File: config.mk
export PLATFORM = sky130hd
export DESIGN_NAME = alu_result_reg
export DESIGN_NICKNAME = d
export VERILOG_FILES = /design/src/rtl/alu_defs_pkg.sv /design/src/rtl/alu_result_reg.sv
export SDC_FILE = /design/constraint.sdc
export NUM_CORES = 1
export LEC_CHECK = 0
export CELL_PAD_IN_SITES_DETAIL_PLACEMENT = 1
export CELL_PAD_IN_SITES_GLOBAL_PLACEMENT = 2
export CORE_MARGIN = 2
export CORE_UTILIZATION = 25
export DETAILED_ROUTE_END_ITERATION = 12
export PLACE_DENSITY_LB_ADDON = 0.1
export SLEW_MARGIN = 0
export SYNTH_ARGS = -nofsm -noshare
export SYNTH_HDL_FRONTEND = slang
export SYNTH_SLANG_ARGS = --single-unit
File: constraint.sdc
create_clock -name clk -period 1.3 [get_ports clk]
set_input_delay 0.195 -clock clk [delete_from_list [all_inputs] [get_ports clk]]
set_output_delay 0.195 -clock clk [all_outputs]
set_load 0.03 [all_outputs]
File: src/rtl/alu_defs_pkg.sv
// +--------------------------------------------------------------------------+
// | alu_defs : function-select codes, read-select codes and FSM encoding      |
// |            shared by ALU_32 and its result capture stage.                 |
// | Rev 1.0                                                                   |
// +--------------------------------------------------------------------------+
`default_nettype none

package alu_defs;

  localparam logic [4:0] FS_SRL = 5'h0C;
  localparam logic [4:0] FS_SRA = 5'h0D;
  localparam logic [4:0] FS_SLL = 5'h0E;
  localparam logic [4:0] FS_MUL = 5'h1E;
  localparam logic [4:0] FS_DIV = 5'h1F;

  localparam logic [1:0] RD_R     = 2'd0;
  localparam logic [1:0] RD_LO    = 2'd1;
  localparam logic [1:0] RD_HI    = 2'd2;
  localparam logic [1:0] RD_FLAGS = 2'd3;

  localparam logic [0:0] ST_IDLE = 1'b0;
  localparam logic [0:0] ST_WAIT = 1'b1;

  typedef enum logic [1:0] {
    OP_ALU    = 2'd0,
    OP_SHIFT  = 2'd1,
    OP_MULDIV = 2'd2
  } op_class_e;

  function automatic op_class_e classify(input logic [4:0] fs);
    op_class_e cls;
    case (fs)
      FS_MUL, FS_DIV:         cls = OP_MULDIV;
      FS_SRL, FS_SRA, FS_SLL: cls = OP_SHIFT;
      default:                cls = OP_ALU;
    endcase
    return cls;
  endfunction

endpackage

`default_nettype wire

File: src/rtl/alu_result_reg.sv
// +--------------------------------------------------------------------------+
// | alu_result_reg : captures ALU_32 results and flags, waiting a fixed      |
// |                  settle time for MUL/DIV; single combinational read port.|
// | Rev 1.0                                                                   |
// +--------------------------------------------------------------------------+
`default_nettype none

module alu_result_reg
  import alu_defs::*;
#(
  parameter int MUL_CYC = 4,
  parameter int DIV_CYC = 8
) (
  input  logic        clk,
  input  logic        reset,
  input  logic        start,
  input  logic [4:0]  FS,
  input  logic [31:0] Y_HI,
  input  logic [31:0] Y_LO,
  input  logic        C,
  input  logic        V,
  input  logic        N,
  input  logic        Z,
  input  logic [1:0]  rd_sel,
  output logic [31:0] rd_data,
  output logic        busy,
  output logic        done
);

  localparam int MAX_CYC = (MUL_CYC > DIV_CYC) ? MUL_CYC : DIV_CYC;
  localparam int CNT_W   = $clog2(MAX_CYC) + 1;

  logic [0:0]       state_q, state_d;
  logic [CNT_W-1:0] cnt_q, cnt_d;
  logic [31:0]      r_q, r_d;
  logic [31:0]      hi_q, hi_d;
  logic [31:0]      lo_q, lo_d;
  logic [3:0]       flags_q, flags_d;   // {C,V,N,Z}
  logic             done_q, done_d;

  op_class_e op_class;
  logic      accept;

  assign op_class = classify(FS);
  assign accept   = (state_q == ST_IDLE) && start;

  always_ff @(posedge clk) begin
    if (reset) begin
      state_q <= ST_IDLE;
    end else begin
      state_q <= state_d;
    end
  end

  always_comb begin
    state_d = state_q;
    case (state_q)
      ST_IDLE: if (accept && op_class == OP_MULDIV) state_d = ST_WAIT;
      ST_WAIT: if (cnt_q == '0) state_d = ST_IDLE;
      default: state_d = ST_IDLE;
    endcase
  end

  always_comb begin
    busy = (state_q == ST_WAIT);
  end

  // MUL and DIV capture identically, so FS is only needed to pick the wait length.
  always_comb begin
    cnt_d   = cnt_q;
    r_d     = r_q;
    hi_d    = hi_q;
    lo_d    = lo_q;
    flags_d = flags_q;
    done_d  = 1'b0;
    if (accept) begin
      case (op_class)
        OP_ALU: begin
          r_d     = Y_LO;
          flags_d = {C, V, N, Z};
          done_d  = 1'b1;
        end
        OP_SHIFT: begin
          r_d        = Y_LO;
          flags_d[3] = C;
          flags_d[0] = Z;
          done_d     = 1'b1;
        end
        default: begin
          cnt_d = (FS == FS_DIV) ? CNT_W'(DIV_CYC - 1) : CNT_W'(MUL_CYC - 1);
        end
      endcase
    end else if (state_q == ST_WAIT) begin
      if (cnt_q != '0) begin
        cnt_d = cnt_q - 1'b1;
      end else begin
        hi_d       = Y_HI;
        lo_d       = Y_LO;
        flags_d[1] = N;
        flags_d[0] = Z;
        done_d     = 1'b1;
      end
    end
  end

  always_ff @(posedge clk) begin
    if (reset) begin
      cnt_q   <= '0;
      r_q     <= '0;
      hi_q    <= '0;
      lo_q    <= '0;
      flags_q <= '0;
      done_q  <= 1'b0;
    end else begin
      cnt_q   <= cnt_d;
      r_q     <= r_d;
      hi_q    <= hi_d;
      lo_q    <= lo_d;
      flags_q <= flags_d;
      done_q  <= done_d;
    end
  end

  assign done = done_q;

  always_comb begin
    case (rd_sel)
      RD_R:     rd_data = r_q;
      RD_LO:    rd_data = lo_q;
      RD_HI:    rd_data = hi_q;
      RD_FLAGS: rd_data = {28'b0, flags_q};
      default:  rd_data = '0;
    endcase
  end

endmodule

`default_nettype wire
# Word-level counts from Yosys, hierarchy flattened
# Cells that the tools add are included.
word_totals:
  regBits: 106
  input_bits: 78
  output_inout_bits: 34
  wordCells: 64
classes:
  n_addsub: 1
  n_eq_ne: 14
  mux: 19
  bitwise: 3
  n_reduce_logical: 17
ops:
  columns: ["operator", "n"]
  rows:
  - ["32-bit case mux with 4 select lines", 1]
  - ["4-bit two-way mux", 4]
  - ["5-bit by 4-bit equality test with 1-bit output (second input constant)", 3]
  - ["3-bit AND reduction", 4]
  - ["5-bit equality test (second input constant)", 2]
  - ["1-bit two-way mux", 8]
  - ["2-bit equality test (second input constant)", 3]
  - ["2-bit two-way mux", 3]
  - ["2-bit inequality test (second input constant)", 3]
  - ["2-bit by 1-bit equality test with 1-bit output (second input constant)", 2]
  - ["2-bit logical NOT", 2]
  - ["4-bit logical NOT", 1]
  - ["2-bit case mux with 2 select lines", 1]
  - ["2-bit AND reduction", 2]
  - ["2-bit nonzero test", 2]
  - ["4-bit nonzero test", 1]
  - ["2-bit OR reduction", 2]
  - ["4-bit by 1-bit subtractor with 4-bit output (second input constant)", 1]
  - ["3-bit two-way mux", 1]
  - ["1-bit NOT", 3]
  - ["3-bit OR reduction", 1]
  - ["1-bit logical AND", 2]
  - ["2-bit by 1-bit inequality test with 1-bit output (second input constant)", 1]
  - ["1-bit case mux with 2 select lines", 1]

# Longest topological paths before layout
# Gate-level depths: netlist of run 1.
logic_depth:
  word_depth: 7
  depth_mapped: 8
  mapped_depth_nobuf: 6

# Worst setup path before layout of run 1
# No wires, ideal clock.
synth_path:
  path_type: "input -> output"
  from: "in rd_sel[1]"
  to: "out rd_data[10]"
  arrival_time_ps: 1382
  t_required_ps: 1105
  slack_ps: -277
  path_stages: 4
  path_cell_list: "buf_2 > buf_2 > mux2i_1 > o21ai_0"
synth_via:
  elab_chain_cells: 2
  elab_cells_between_ends: 5
  classes_between: "3 x eq/ne; 1 x mux; 1 x reduce/logical"
synth_lines:
  columns: ["item", "line_no", "source"]
  rows:
  - ["start: declaration", "alu_result_reg.sv:24", "input logic [1:0] rd_sel,"]
  - ["2-bit equality test, or another cell as far along", "alu_result_reg.sv:127", "case (rd_sel)"]
  - ["32-bit case mux with 4 select lines *", "alu_result_reg.sv:127", null]
  - ["end: declaration", "alu_result_reg.sv:25", "output logic [31:0] rd_data,"]
# Mark *: on every way between the ends. The rest lies on a longest branch, timed or not.

# Worst setup path after layout of run 1
layout_path:
  from: "reg cnt_q[1]"
  to: "reg cnt_q[0]"
layout_via:
  elab_chain_cells: 3
layout_lines:
  columns: ["item", "line_no", "source"]
  rows:
  - ["start: declaration", "alu_result_reg.sv:34", "logic [CNT_W-1:0] cnt_q, cnt_d;"]
  - ["start signal: assignment", "alu_result_reg.sv:115", "cnt_q <= cnt_d;"]
  - ["4-bit nonzero test", "alu_result_reg.sv:94", "if (cnt_q != '0) begin"]
  - ["2-bit nonzero test (no line)", null, null]
  - ["3-bit AND reduction (no line)", null, null]
# Every way passes these cells.
# A chain may end at the register's enable or synchronous reset.

==> results of run 1 <==
[report_power, final]
| group | switching (mW) | internal [mW] |
|---|---|---|
| Combinational | 0.648 | 0.709 |
| Sequential | 0.0566 | 3.33 |
| Clock | 1.27 | 1.80 |
[layout make-up]
type                            count  area, um^2  share of cell area [%]
Multi-Input combinational cell    418        3114                   36.50
Timing Repair Buffer              212        2631                   30.84
Sequential cell                   106        2171                   25.44
Tap cell                          225       281.5                   3.299
Clock buffer                       14       264.0                   3.094
Clock inverter                      2       60.06                  0.7038
Inverter                            3       11.26                  0.1320
[worst max-delay path by stage]
stage / start / slack (ns) / end
floorplan: rd_sel[1] / -0.05 / rd_data[10]
global placement: rd_sel[0] / -0.42 / rd_data[0]
detailed placement: rd_sel[0] / -0.41 / rd_data[0]
CTS: flags_q[1] / -0.26 / rd_data[1]
global route: cnt_q[1] / -0.40 / cnt_q[0]
finish: cnt_q[1] / -0.33 / cnt_q[0]
[routing by layer]
metal	share of wire, %	up-vias
met4	1.4	0
li1	-	2260
met5	0	-
met3	3.4	21
met2	51	79
met1	44	2350
[layout by cell type, fill, tap and decap left out, types with 2 or more instances in the layout]
master and count:
buf_8 2, nand3b_1 2, buf_4 45, nor2b_4 2, nand2b_1 2, bufinv_16 2
mux2i_4 5, o21ai_1 3, buf_12 26, nor2_1 3, buf_16 10, mux2i_2 7
clkdlybuf4s50_1 74, a21oi_2 52, clkbuf_16 17, nand2_2 26, buf_6 46, mux2i_1 17
inv_2 2, a21oi_1 52, clkbuf_1 3, dfxtp_2 36, o21ai_2 21, mux4_2 4
clkbuf_8 2, o21ai_4 6, nand2_4 57, dfxtp_1 69, nand2_1 140
[state kept, by name, indices dropped and copies added (netlist names)]
name / flops
busy: 1
hi_q: 32
done: 1
r_q: 32
cnt_q: 4
flags_q: 4
lo_q: 32
[worst max-delay path, delay by kind of cell (launching register included)]
kind | cells | cell delay, ns
fa+ha+maj | 1 | 0.15
buf+inv | 5 | 0.54
flops | 1 | 0.34
compound gates | 3 | 0.35
simple gates | 1 | 0.13
[metrics by stage]
step           total power, mW  cells  instance area (um^2)
2_1_floorplan            3.850    570                  4597
3_5_place_dp             4.404    902                  6165
3_3_place_gp             4.393    902                  6165
4_1_cts                  7.724    960                  7756
6_report                 7.817    980                  8533
5_1_grt                  8.092    980                  8533
[cell families (layout without fill, tap and decap cells)]
kind of cell	Yosys count	in the layout	share of synthesized area (%)
and+or+nand+nor	244	244	21.71
AOI/OAI and AO/OA	139	139	15.95
DFF	106	106	47.63
buffers and inverters	46	231	5.616
muxes	33	33	8.537
adders and majority gates	2	2	0.5616
[repair_timing]
action / 4_1_cts / 5_1_grt
pin swaps: 58 / 64
gates resized for setup: 200 / 169
setup endpoints to repair: 113 / 124
setup buffers: 31 / 19
cloned: 13 / 9
==> results.cfg, run 1 <==
[outcome]
status = finished with violations
violations = setup timing

[clock_tree]
cts_made_buffers = 9
clk_pin_slew_ns = 0.07
htree_num_levels = 3
tritoncts = built
cts-root-buf = clkbuf_16
ctsHoldBuffers = 0
clk_latency_ns = 0.36
cts_buffer_depth = 2
clock_sinks = 106

[grt]
grt_overflow = 0
grt_use_met1_pct = 23.47
grt_pass1_vias = 4794
antenna_found_initial = 0
use_met2_pct = 34.44
grt_start_max_net_pins = 41
grt_pass1_wl_um = 26950
use_met3_pct = 4.121
track_usage_pct = 19.14
busiest_layer = met2

[route]
ant_nets = 0
totalWireLength_um = 19070
drtPass1Iterations = 4
drc_errors = 0
via_count = 4710
wl_per_cell_um = 19.46
drtIter0Drc = 181
viasPerCell = 4.806

[logic_synthesis]
syn_avg_cell_area_um2 = 7.817
synth_nets = 650
synth_cells = 570
yosysMostFrequentCell = nand2_1
yosysSeqAreaShare_pct = 47.63
synth_cell_types = 32
synth_ff_type = dfxtp_1
ys_ff_latch = 106
synth_top_area_share_pct = 47.63
synth.top_cells.by_count = nand2_1 (223), dfxtp_1 (106), a21oi_1 (104)
yosysTopAreaCell = dfxtp_1
synth_area_um2 = 4456
async_flop_share_pct = 0
synth-edff-count = 0
synth_area_leaders = dfxtp_1 (48%), nand2_1 (19%), a21oi_1 (12%)
yosysWarnings = 0

[power]
ir_worst_vdd_mv = 0.6345
power_per_cell_area_nw_per_um2 = 916.0
leakage_nw = 3.474

[setup_path]
slowest_delay_ns = 0.34
r2r_end = cnt_q[0]
worst_ep_arrival_time_ns = 1.88
crit_path_frequent_cell = buf_6
endpoint_kind = register
path_class = reg2reg
rr_startpoint = cnt_q[1]
crit_fanout = 2
r2r_setup_slack_ns = -0.33
crit_required_ns = 1.55
slowest_stage = dfxtp_2
worstSetupStartpointType = register
ff2ff_path_depth = 10
path_cells = inv_2 -> ha_4 -> nor2b_4 -> buf_6 -> buf_4 -> buf_6 -> a21boi_4 -> buf_6 -> a21o_1 -> a21oi_1

[layout]
utilization_pct = 49.16
drive_above_1_share_pct = 50.46
fill_cells = 1894
nNetsFinal = 830
n_antenna_cell = 0
synthToLayoutAreaGrowth_pct = 91.52

[placed_design]
place.gp.congestion = 0.7272
dpl.hpwl_um = 10400
place_ws_ns = -0.4061
port_buffers = 111

[min_path]
worstHoldStart = reset
hold-path-cell-count = 2
hold_class = in2reg
whs_endpoint = busy

[timing]
fin_crit_ns = 1.632
fin_crit_sh_pct = 125.6
setup-tns-final_ns = -17.27
final-hold-violation-count = 0
worst_slew_pin_slew_ns = 0.3407
final.setup.worst_slack_ns = -0.3322
hold_ws_ns = 0.2270
maxSlewHeadroom_pct = 77.28
setup_viol = 107
rsz0062_at_grt = yes
clock_skew_ns = 0.008848
max_freq_mhz = 612.7
slew_violations = 0

[floorplan]
die_w_um = 137.5
start_util_pct = 25.67
ioPinCount = 112
die_y_um = 137.5
std_cell_rows = 48
dieArea_um2 = 18910
core_region_area_um2 = 17360

[job]
maxCapViolations = 0
No activity file was read; power rests on OpenSTA's default activity.
==> inputs of run 2 (changes only) <==
--- a/config.mk
+++ b/config.mk
@@ -5,6 +5,7 @@
 export SDC_FILE = /design/constraint.sdc
 export NUM_CORES = 1
 export LEC_CHECK = 0
+export CAP_MARGIN = 0
 export CELL_PAD_IN_SITES_DETAIL_PLACEMENT = 1
 export CELL_PAD_IN_SITES_GLOBAL_PLACEMENT = 2
 export CORE_MARGIN = 2
==> results of run 2 <==
Final layout, timing and power as in run 1 (identical DEF).
